### src/rtl/tube_spawner.sv
// tube_spawner: entry-column generator for the scrolling Flappy Bird tube field.
//
// On every qualified scroll tick (shift_tick=1, pause=0) the spawner emits one column into the
// field: either a column of the current tube (TUBE_W columns wide, pattern latched at spawn) or a
// blank gap column. A new tube is spawned once the gap reaches the mode-selected length, or at
// once if the field's top row reports empty.
//
// Optional feature: define RAND_GAP_EN to add an 8-bit LFSR that lengthens each gap by 0..3.
//
// Ports:
//   clk         system clock, all logic on posedge
//   reset       synchronous active-low reset
//   shift_tick  one-cycle pulse, field shifts this cycle
//   mode        gap select 0/1/2 (3 behaves as 0)
//   pause       freeze spawner, entry column forced blank
//   pattern     tube column pattern (1 = lit pixel), sampled at spawn
//   line_test   top-row occupancy of the field, all-zero = empty
//   light_o     registered entry column
//   spawn_o     one-cycle pulse aligned with the first column of each tube
//   tube_count  tubes spawned since reset, saturating at 255
module tube_spawner #(
    parameter int unsigned HEIGHT = 16,
    parameter int unsigned WIDTH  = 16,
    parameter int unsigned TUBE_W = 1,
    parameter int unsigned GAP0   = 4,
    parameter int unsigned GAP1   = 7,
    parameter int unsigned GAP2   = 9
) (
    input  logic              clk,
    input  logic              reset,
    input  logic              shift_tick,
    input  logic [1:0]        mode,
    input  logic              pause,
    input  logic [HEIGHT-1:0] pattern,
    input  logic [WIDTH-1:0]  line_test,
    output logic [HEIGHT-1:0] light_o,
    output logic              spawn_o,
    output logic [7:0]        tube_count
);

    localparam int unsigned GapMax01 = (GAP0 > GAP1) ? GAP0 : GAP1;
    localparam int unsigned GapMax   = (GapMax01 > GAP2) ? GapMax01 : GAP2;
`ifdef RAND_GAP_EN
    localparam int unsigned GapSat   = GapMax + 3;
`else
    localparam int unsigned GapSat   = GapMax;
`endif
    localparam int unsigned GW       = $clog2(GapMax + 4) + 1;
    localparam int unsigned CW       = $clog2(TUBE_W + 1) + 1;

    localparam logic [1:0] StIdle = 2'd0;
    localparam logic [1:0] StEmit = 2'd1;
    localparam logic [1:0] StGap  = 2'd2;

    logic [1:0]        state_q, state_d;
    logic [GW-1:0]     gap_cnt_q, gap_cnt_d;
    logic [CW-1:0]     col_cnt_q, col_cnt_d;
    logic [HEIGHT-1:0] pat_q, pat_d;
    logic [HEIGHT-1:0] light_q, light_d;
    logic              spawn_q, spawn_d;
    logic [7:0]        count_q, count_d;
    logic [GW-1:0]     gap_sel;
    logic [GW-1:0]     gap_eff;
    logic              do_spawn;

`ifdef RAND_GAP_EN
    logic [7:0] lfsr_q, lfsr_d;
    logic [1:0] extra_q, extra_d;

    // Fibonacci LFSR, taps 8,6,5,4
    always_comb begin
        lfsr_d = lfsr_q;
        if (shift_tick && !pause) begin
            lfsr_d = {lfsr_q[6:0], lfsr_q[7] ^ lfsr_q[5] ^ lfsr_q[4] ^ lfsr_q[3]};
        end
    end

    assign gap_eff = gap_sel + GW'(extra_q);
`else
    assign gap_eff = gap_sel;
`endif

    // Resampled every tick so a mode change takes effect on the very next tick.
    always_comb begin
        case (mode)
            2'd1:    gap_sel = GW'(GAP1);
            2'd2:    gap_sel = GW'(GAP2);
            default: gap_sel = GW'(GAP0);
        endcase
    end

    always_comb begin
        state_d   = state_q;
        gap_cnt_d = gap_cnt_q;
        col_cnt_d = col_cnt_q;
        pat_d     = pat_q;
        light_d   = light_q;
        spawn_d   = 1'b0;
        count_d   = count_q;
        do_spawn  = 1'b0;
`ifdef RAND_GAP_EN
        extra_d   = extra_q;
`endif

        if (pause) begin
            light_d = '0;
        end else if (shift_tick) begin
            case (state_q)
                StIdle: begin
                    do_spawn = 1'b1;
                end
                StEmit: begin
                    light_d   = pat_q;
                    col_cnt_d = col_cnt_q + 1'b1;
                    if (col_cnt_q == CW'(TUBE_W - 1)) begin
                        state_d   = StGap;
                        gap_cnt_d = '0;
`ifdef RAND_GAP_EN
                        extra_d   = lfsr_q[1:0];
`endif
                    end
                end
                StGap: begin
                    // gap_cnt counts blank columns already emitted, so G blanks separate tubes
                    if (gap_cnt_q >= gap_eff || line_test == '0) begin
                        do_spawn = 1'b1;
                    end else begin
                        light_d = '0;
                        if (gap_cnt_q < GW'(GapSat)) begin
                            gap_cnt_d = gap_cnt_q + 1'b1;
                        end
                    end
                end
                default: begin
                    state_d = StIdle;
                    light_d = '0;
                end
            endcase

            if (do_spawn) begin
                pat_d     = pattern;
                light_d   = pattern;
                spawn_d   = 1'b1;
                col_cnt_d = CW'(1);
                gap_cnt_d = '0;
                if (count_q != 8'hFF) begin
                    count_d = count_q + 8'd1;
                end
                if (TUBE_W > 1) begin
                    state_d = StEmit;
                end else begin
                    state_d = StGap;
`ifdef RAND_GAP_EN
                    extra_d = lfsr_q[1:0];
`endif
                end
            end
        end
    end

    always_ff @(posedge clk) begin
        if (!reset) begin
            state_q   <= StIdle;
            gap_cnt_q <= '0;
            col_cnt_q <= '0;
            pat_q     <= '0;
            light_q   <= '0;
            spawn_q   <= 1'b0;
            count_q   <= 8'd0;
`ifdef RAND_GAP_EN
            lfsr_q    <= 8'hA5;
            extra_q   <= 2'd0;
`endif
        end else begin
            state_q   <= state_d;
            gap_cnt_q <= gap_cnt_d;
            col_cnt_q <= col_cnt_d;
            pat_q     <= pat_d;
            light_q   <= light_d;
            spawn_q   <= spawn_d;
            count_q   <= count_d;
`ifdef RAND_GAP_EN
            lfsr_q    <= lfsr_d;
            extra_q   <= extra_d;
`endif
        end
    end

    assign light_o    = light_q;
    assign spawn_o    = spawn_q;
    assign tube_count = count_q;

endmodule

### config.mk
export PLATFORM = sky130hd
export DESIGN_NAME = tube_spawner
export DESIGN_NICKNAME = d
export VERILOG_FILES = /design/src/rtl/tube_spawner.sv
export SDC_FILE = /design/constraint.sdc
export NUM_CORES = 1
export LEC_CHECK = 0
export BUFFER_PORTS_ARGS = -buffer_cell sky130_fd_sc_hd__buf_2
export CORE_ASPECT_RATIO = 0.6
export CORE_MARGIN = 5
export CORE_UTILIZATION = 35
export CTS_CLUSTER_SIZE = 8
export DETAILED_ROUTE_END_ITERATION = 8
export GPL_ROUTABILITY_DRIVEN = 1
export HOLD_SLACK_MARGIN = 0.08
export SLEW_MARGIN = 20
export SYNTH_ARGS = -nofsm -noshare
export SYNTH_HDL_FRONTEND = slang
export SYNTH_SLANG_ARGS = --single-unit
### constraint.sdc
create_clock -name clk -period 3.45 [get_ports clk]
set_input_delay 0.5175 -clock clk [delete_from_list [all_inputs] [get_ports clk]]
set_output_delay 0.5175 -clock clk [all_outputs]
set_load 0.02 [all_outputs]
==> After elaboration in Yosys (flattened, before gate mapping) <==
Cells that the tools add are included.
{ "classes": {"add_sub_neg": 3, "order_cmp": 2, "n_eq_ne": 10, "mux": 19, "bitwise_logic": 3, "n_reduce_logical": 15} }
{ "ops": {"columns": ["op", "n"], "rows": [
  ["case mux 16 bit (3 select lines)", 1],
  ["two-way mux 16 bit", 2],
  ["two-way mux 5 bit", 4],
  ["logical NOT 16 bit", 1],
  ["case mux 5 bit (2 select lines)", 1],
  ["inequality test 3 bit, second input constant", 3],
  ["AND reduction 3 bit", 3],
  ["adder 8 x 1 -> 8 bit, second input constant", 1],
  ["two-way mux 2 bit", 4],
  ["inequality test 8 bit, second input constant", 1],
  ["case mux 4 bit (2 select lines)", 1],
  ["AND reduction 4 bit", 2],
  ["AND reduction 6 bit", 1],
  ["adder 5 x 1 -> 5 bit, second input constant", 1],
  [">= comparator 5 bit", 1],
  ["less-than comparator 5 x 4 -> 1 bit, second input constant", 1],
  ["equality test 2 x 1 -> 1 bit, second input constant", 2],
  ["equality test 2 bit, second input constant", 2],
  ["logical NOT 2 bit", 2],
  ["two-way mux 1 bit", 4],
  ["case mux 2 bit (2 select lines)", 1],
  ["OR reduction 2 bit", 2],
  ["NOT 1 bit", 3],
  ["nonzero test 3 bit", 1],
  ["7 further kinds", 7]
]} }
{ "totals": {"reg_bits": 50, "output_inout_bits": 25, "wordCells": 59} }

==> Depth between registers and ports, before layout <==
{ "depth": {"word_depth": 10, "ltp_mapped": 10, "depth_no_buf": 9} }

==> Least setup slack after synthesis <==
OpenSTA, ideal clock, no wires.
{ "synth_timing": {"kind": "input port to flip-flop", "start": "input port mode[0]", "end": "register count_q[7], in the netlist tube_count[7]", "arrival_ns": 2.061, "required_time_ns": 3.378, "slack_ns": 1.317, "stages": 10, "path_cell_list": "inv_1 > ha_1 > inv_1 > ha_1 > nand2b_1 > a211oi_2 > o211ai_2 > buf_6 > nand4b_1 > mux2i_1"} }
{ "synth_via": {"elab_chain_cells": 9, "elab_cells_between_ends": 10, "cone_classes": "1 x order compare; 2 x eq/ne; 5 x mux; 2 x reduce/logical"} }
{ "synth_lines": {"columns": ["element", "line_no", "source"], "rows": [
  ["from (decl)", "32", "input logic [1:0] mode,"],
  ["equality test 2 bit / equality test 2 x 1 -> 1 bit (equally long branches)", "85", "case (mode)"],
  ["case mux 4 bit (2 select lines) *", "85", null],
  [">= comparator 5 bit *", "125", "if (gap_cnt_q >= gap_eff || line_test == '0) begin"],
  ["logical OR 1 bit *", "125", null],
  ["two-way mux 1 bit *", "125", null],
  ["case mux 1 bit (2 select lines) *", "108", "case (state_q)"],
  ["two-way mux 1 bit *", "107", "end else if (shift_tick) begin"],
  ["two-way mux 1 bit *", "105", "if (pause) begin"],
  ["AND reduction 4 bit (no source line) *", null, null],
  ["to (signal assigned)", "181", "count_q <= count_d;"],
  ["to (decl)", "61", "logic [7:0] count_q, count_d;"]
]} }
Mark *: on every way between the ends. The rest lies on a longest branch, timed or not. The select of a mux whose other input is x is not followed.
A chain may end at the register's enable or synchronous reset.

==> Worst setup path after layout <==
{ "layout_timing": {"start": "input port mode[0]", "end": "register light_q[3], in the netlist light_o[3]"} }
{ "layout_via": {"elab_chain_cells": 10, "elab_cells_between_ends": 13, "cone_classes": "1 x order compare; 4 x eq/ne; 6 x mux; 2 x reduce/logical"} }
{ "layout_lines": {"columns": ["element", "line_no", "source"], "rows": [
  ["equality test 2 bit / equality test 2 x 1 -> 1 bit (equally long branches)", "85", null],
  ["case mux 4 bit (2 select lines) *", "85", null],
  [">= comparator 5 bit *", "125", null],
  ["logical OR 1 bit *", "125", null],
  ["two-way mux 1 bit", "125", null],
  ["case mux 1 bit (2 select lines)", "108", null],
  ["two-way mux 1 bit", "107", null],
  ["two-way mux 1 bit", "105", null],
  ["inequality test 3 bit (no source line) / inequality test 2 bit (equally long branches)", null, null],
  ["AND reduction 3 bit (no source line)", null, null],
  ["to (signal assigned)", "179", "light_q <= light_d;"],
  ["to (decl)", "59", "logic [HEIGHT-1:0] light_q, light_d;"]
]} }
Marked as above.

==> impl_metrics.csv <==
group,metric,value,unit
outcome,outcome,"complete, no violations",
clocking,htreeDepth,2,
sta,period_minus_slack,2.27,ns
min_path,hold-path-endpoint,"light_o[4]$_SDFFE_PP0P_",
floorplanning,die_h,61.0,µm
critical_path,crit_slowest_cell,"o211ai_2",
floorplanning,row_count,18,
critical_path,rr_worst_depth,8,
job,drv_cap,0,
global_routing,grt.met3_usage,5.82,%
global_routing,grt_busiest_layer,"met2",
yosys,synth.distinct_cells,34,
critical_path,r2r_start,"gap_cnt_q[0]$_SDFFE_PN0P_",
sta,worst_slack,1.18,ns
clocking,cts_resized,0,
min_path,hold_path_class,"reg2reg",
clocking,clockRootBuffer,"clkbuf_8",
clocking,ctsHoldBuffers,0,
placement,place.detailed.hpwl,2.71,mm
floorplanning,die_area,0.00579,mm²
global_routing,grt_pass1_vias,1286,
floorplanning,core_area,0.00414,mm²
clocking,cts_tree,"built",
global_routing,grt_max_degree,35,
critical_path,regToRegEndpoint,"light_o[6]$_SDFFE_PP0P_",
global_routing,overflow,0,
pwr,ir_drop,0.219,mV
detailed_routing,firstDrtPassIters,4,
placement,dp_slack,0.874,ns
critical_path,critPathKind,"in2reg",
sta,hold_viol_final,0,
cells_and_area,multi_input_area,822,µm²
detailed_routing,ant_nets,0,
critical_path,crit_required,3.64,ns
sta,rsz0062_at_grt,"no",
global_routing,antenna_found_initial,0,
clocking,numCtsBuffers,5,
detailed_routing,drc,0,
clocking,cts.sinks,31,
sta,setup_viol,0,
clocking,post-cts-setup-buffers,0,
clocking,cts.clk_slew.worst_paths,0.06,ns
critical_path,r2r_slack,1.32,ns
global_routing,grt_pass1_wl,5.76,mm
detailed_routing,vias,1400,
sta,slew_viol_final,0,
detailed_routing,vias_per_cell,4.75,
critical_path,crit_arrival,2.46,ns
yosys,synth.ff_latch_count,31,
floorplanning,pin_count,63,
cells_and_area,areaGrowthSynthToFinish,28.0,%
global_routing,track_usage,12.8,%
sta,max_freq,440,MHz
sta,finClkSkew,0.00604,ns
sta,worst_pin_slew,0.645,ns
pwr,p_leak,0.000908,µW
global_routing,grt_use_met2,18.9,%
cells_and_area,regArea,621,µm²
sta,fin_crit_sh,65.8,%
cells_and_area,post-route-util,46.8,%
placement,place_inst,287,
yosys,synth_fp_nets,220,
critical_path,critPathCaptureType,"flip-flop",
floorplanning,start_util,36.6,%
placement,io_buffers,62,
sta,relSlewSlack,57.0,%
cells_and_area,diodes,0,
pwr,p_per_area,380,mW/mm²
placement,place_congestion,0.795,
yosys,seq_area_frac_synth,41.0,%
floorplanning,die_x,94.9,µm
cells_and_area,instances_no_fill,295,
pwr,power,738,µW
cells_and_area,drive_gt1_share,30.2,%
clocking,clk_latency,0.28,ns
yosys,postSynthAreaPerCell,8.71,µm²
cells_and_area,fillers,445,
min_path,hp-start,"light_o[4]$_SDFFE_PP0P_",
critical_path,cp_cell_sequence,"buf_2 -> inv_1 -> ha_1 -> inv_1 -> ha_1 -> nand2b_1 -> a211oi_2 -> o211ai_2 -> buf_4 -> nand3_1 -> a21oi_1",
critical_path,start_kind,"primary input",
sta,finalSetupTns,0,ns
critical_path,crit_fanout,14,
cells_and_area,num-nets-final,280,
detailed_routing,drtIter0Drc,15,
yosys,syn_inst,174,
min_path,hold-path-cell-count,2,
global_routing,grt.met1_usage,17.0,%
clocking,clockBufferDepth,2,
critical_path,cpPeakStageDelay,0.51,ns
yosys,syn_area,0.00152,mm²
yosys,ys_warn_count,0,
detailed_routing,wl_per_cell,12.1,µm
detailed_routing,wl,3.58,mm
-- where the power goes --
group	switching (µW)	internal, µW
Clock	129	141
Combinational	53.9	41.7
Sequential	5.26	367
Total	188	550
-- routing by layer --
metal	share of wire, %	vias up
li1	-	740
met1	51	612
met2	39	44
met3	9.7	4
met4	0.53	0
met5	0	-
-- critical path, delay by kind of cell --
kind	cells	cell delay, ns
AO/OA/AOI/OAI	3	0.76
adder cells (fa/ha/maj)	2	0.51
buffers and inverters	4	0.46
AND/OR/NAND/NOR	2	0.21
-- synthesized netlist by cell type --
library cell	n	area, µm²
inv_1	6	22.5
and2_1	1	6.26
buf_2	1	5.00
nand2_1	15	56.3
dfxtp_1	31	621
o311a_1	1	10.0
a21oi_1	16	80.1
a41o_1	1	10.0
and3_1	5	31.3
nand3_1	18	90.1
and4_1	1	8.76
nand4_1	5	31.3
a211oi_2	1	12.5
o21a_1	1	7.51
nor4_1	4	25.0
o21ai_0	2	10.0
nand2b_1	25	156
nor2_1	4	15.0
xor2_1	1	8.76
ha_1	8	100
a41oi_1	1	8.76
nor3_1	1	5.00
o32ai_1	2	17.5
buf_6	1	11.3
clkbuf_1	6	22.5
buf_1	1	3.75
buf_4	1	7.51
o31a_1	1	8.76
nor3b_1	2	15.0
nor2b_1	1	6.26
o211ai_2	1	12.5
mux2i_1	7	70.1
o211a_1	1	10.0
nand4b_1	1	8.76
-- cell usage in the layout, fill, tap and decap left out, types with 6 or more instances in the layout --
master	synthesis	final
mux2i_1	7	7
a21oi_1	16	16
inv_1	6	6
dfxtp_1	31	31
nand2_1	15	15
nand3_1	18	18
nand2b_1	25	25
buf_2	1	62
ha_1	8	8
-- stage by stage --
stage / cell area, µm² / hold slack [ns]
floorplan: 1520 / 0.432
global placement: 1860 / 0.454
detailed placement: 1860 / 0.455
CTS: 1940 / 0.466
global route: 1940 / 0.489
finish: 1940 / 0.463
-- final cells by class --
type,instances,area share [%]
clock buffers,7,3.94
inverters,6,1.16
flip-flops and latches,31,32.0
well taps,60,3.87
repair buffers,63,16.4
multi-input cells,127,42.4
clock inverters,1,0.258
-- logic make-up (layout without fill, tap and decap cells) --
| kind of cell | Yosys count | in the layout | synth area share, % |
|---|---|---|---|
| AND/OR/NAND/NOR | 83 | 83 | 30.1 |
| buffers and inverters | 16 | 77 | 4.79 |
| AO/OA/AOI/OAI | 28 | 28 | 12.4 |
| flip-flops | 31 | 31 | 41.0 |
| adder cells (fa/ha/maj) | 8 | 8 | 6.61 |
| XOR/XNOR | 1 | 1 | 0.578 |
| multiplexers | 7 | 7 | 4.62 |
-- registers in the layout, summed over array words and instances (netlist names) --
register	count
light_o	16
tube_count	8
gap_cnt_q	5
spawn_o	1
state_q	1
-- how the worst max path moves through the flow --
stage	start	to	slack, ns	depth (start not counted)
floorplan	mode[0]	tube_count[7]$_SDFFE_PN0P_	1.32	10
global placement	mode[0]	light_o[4]$_SDFFE_PP0P_	0.95	11
detailed placement	mode[0]	light_o[3]$_SDFFE_PP0P_	0.87	11
CTS	mode[0]	light_o[10]$_SDFFE_PP0P_	1.15	11
global route	mode[0]	light_o[3]$_SDFFE_PP0P_	1.0	11
finish	mode[0]	light_o[3]$_SDFFE_PP0P_	1.18	11
Note: power is estimated with default switching activity, not from simulation.
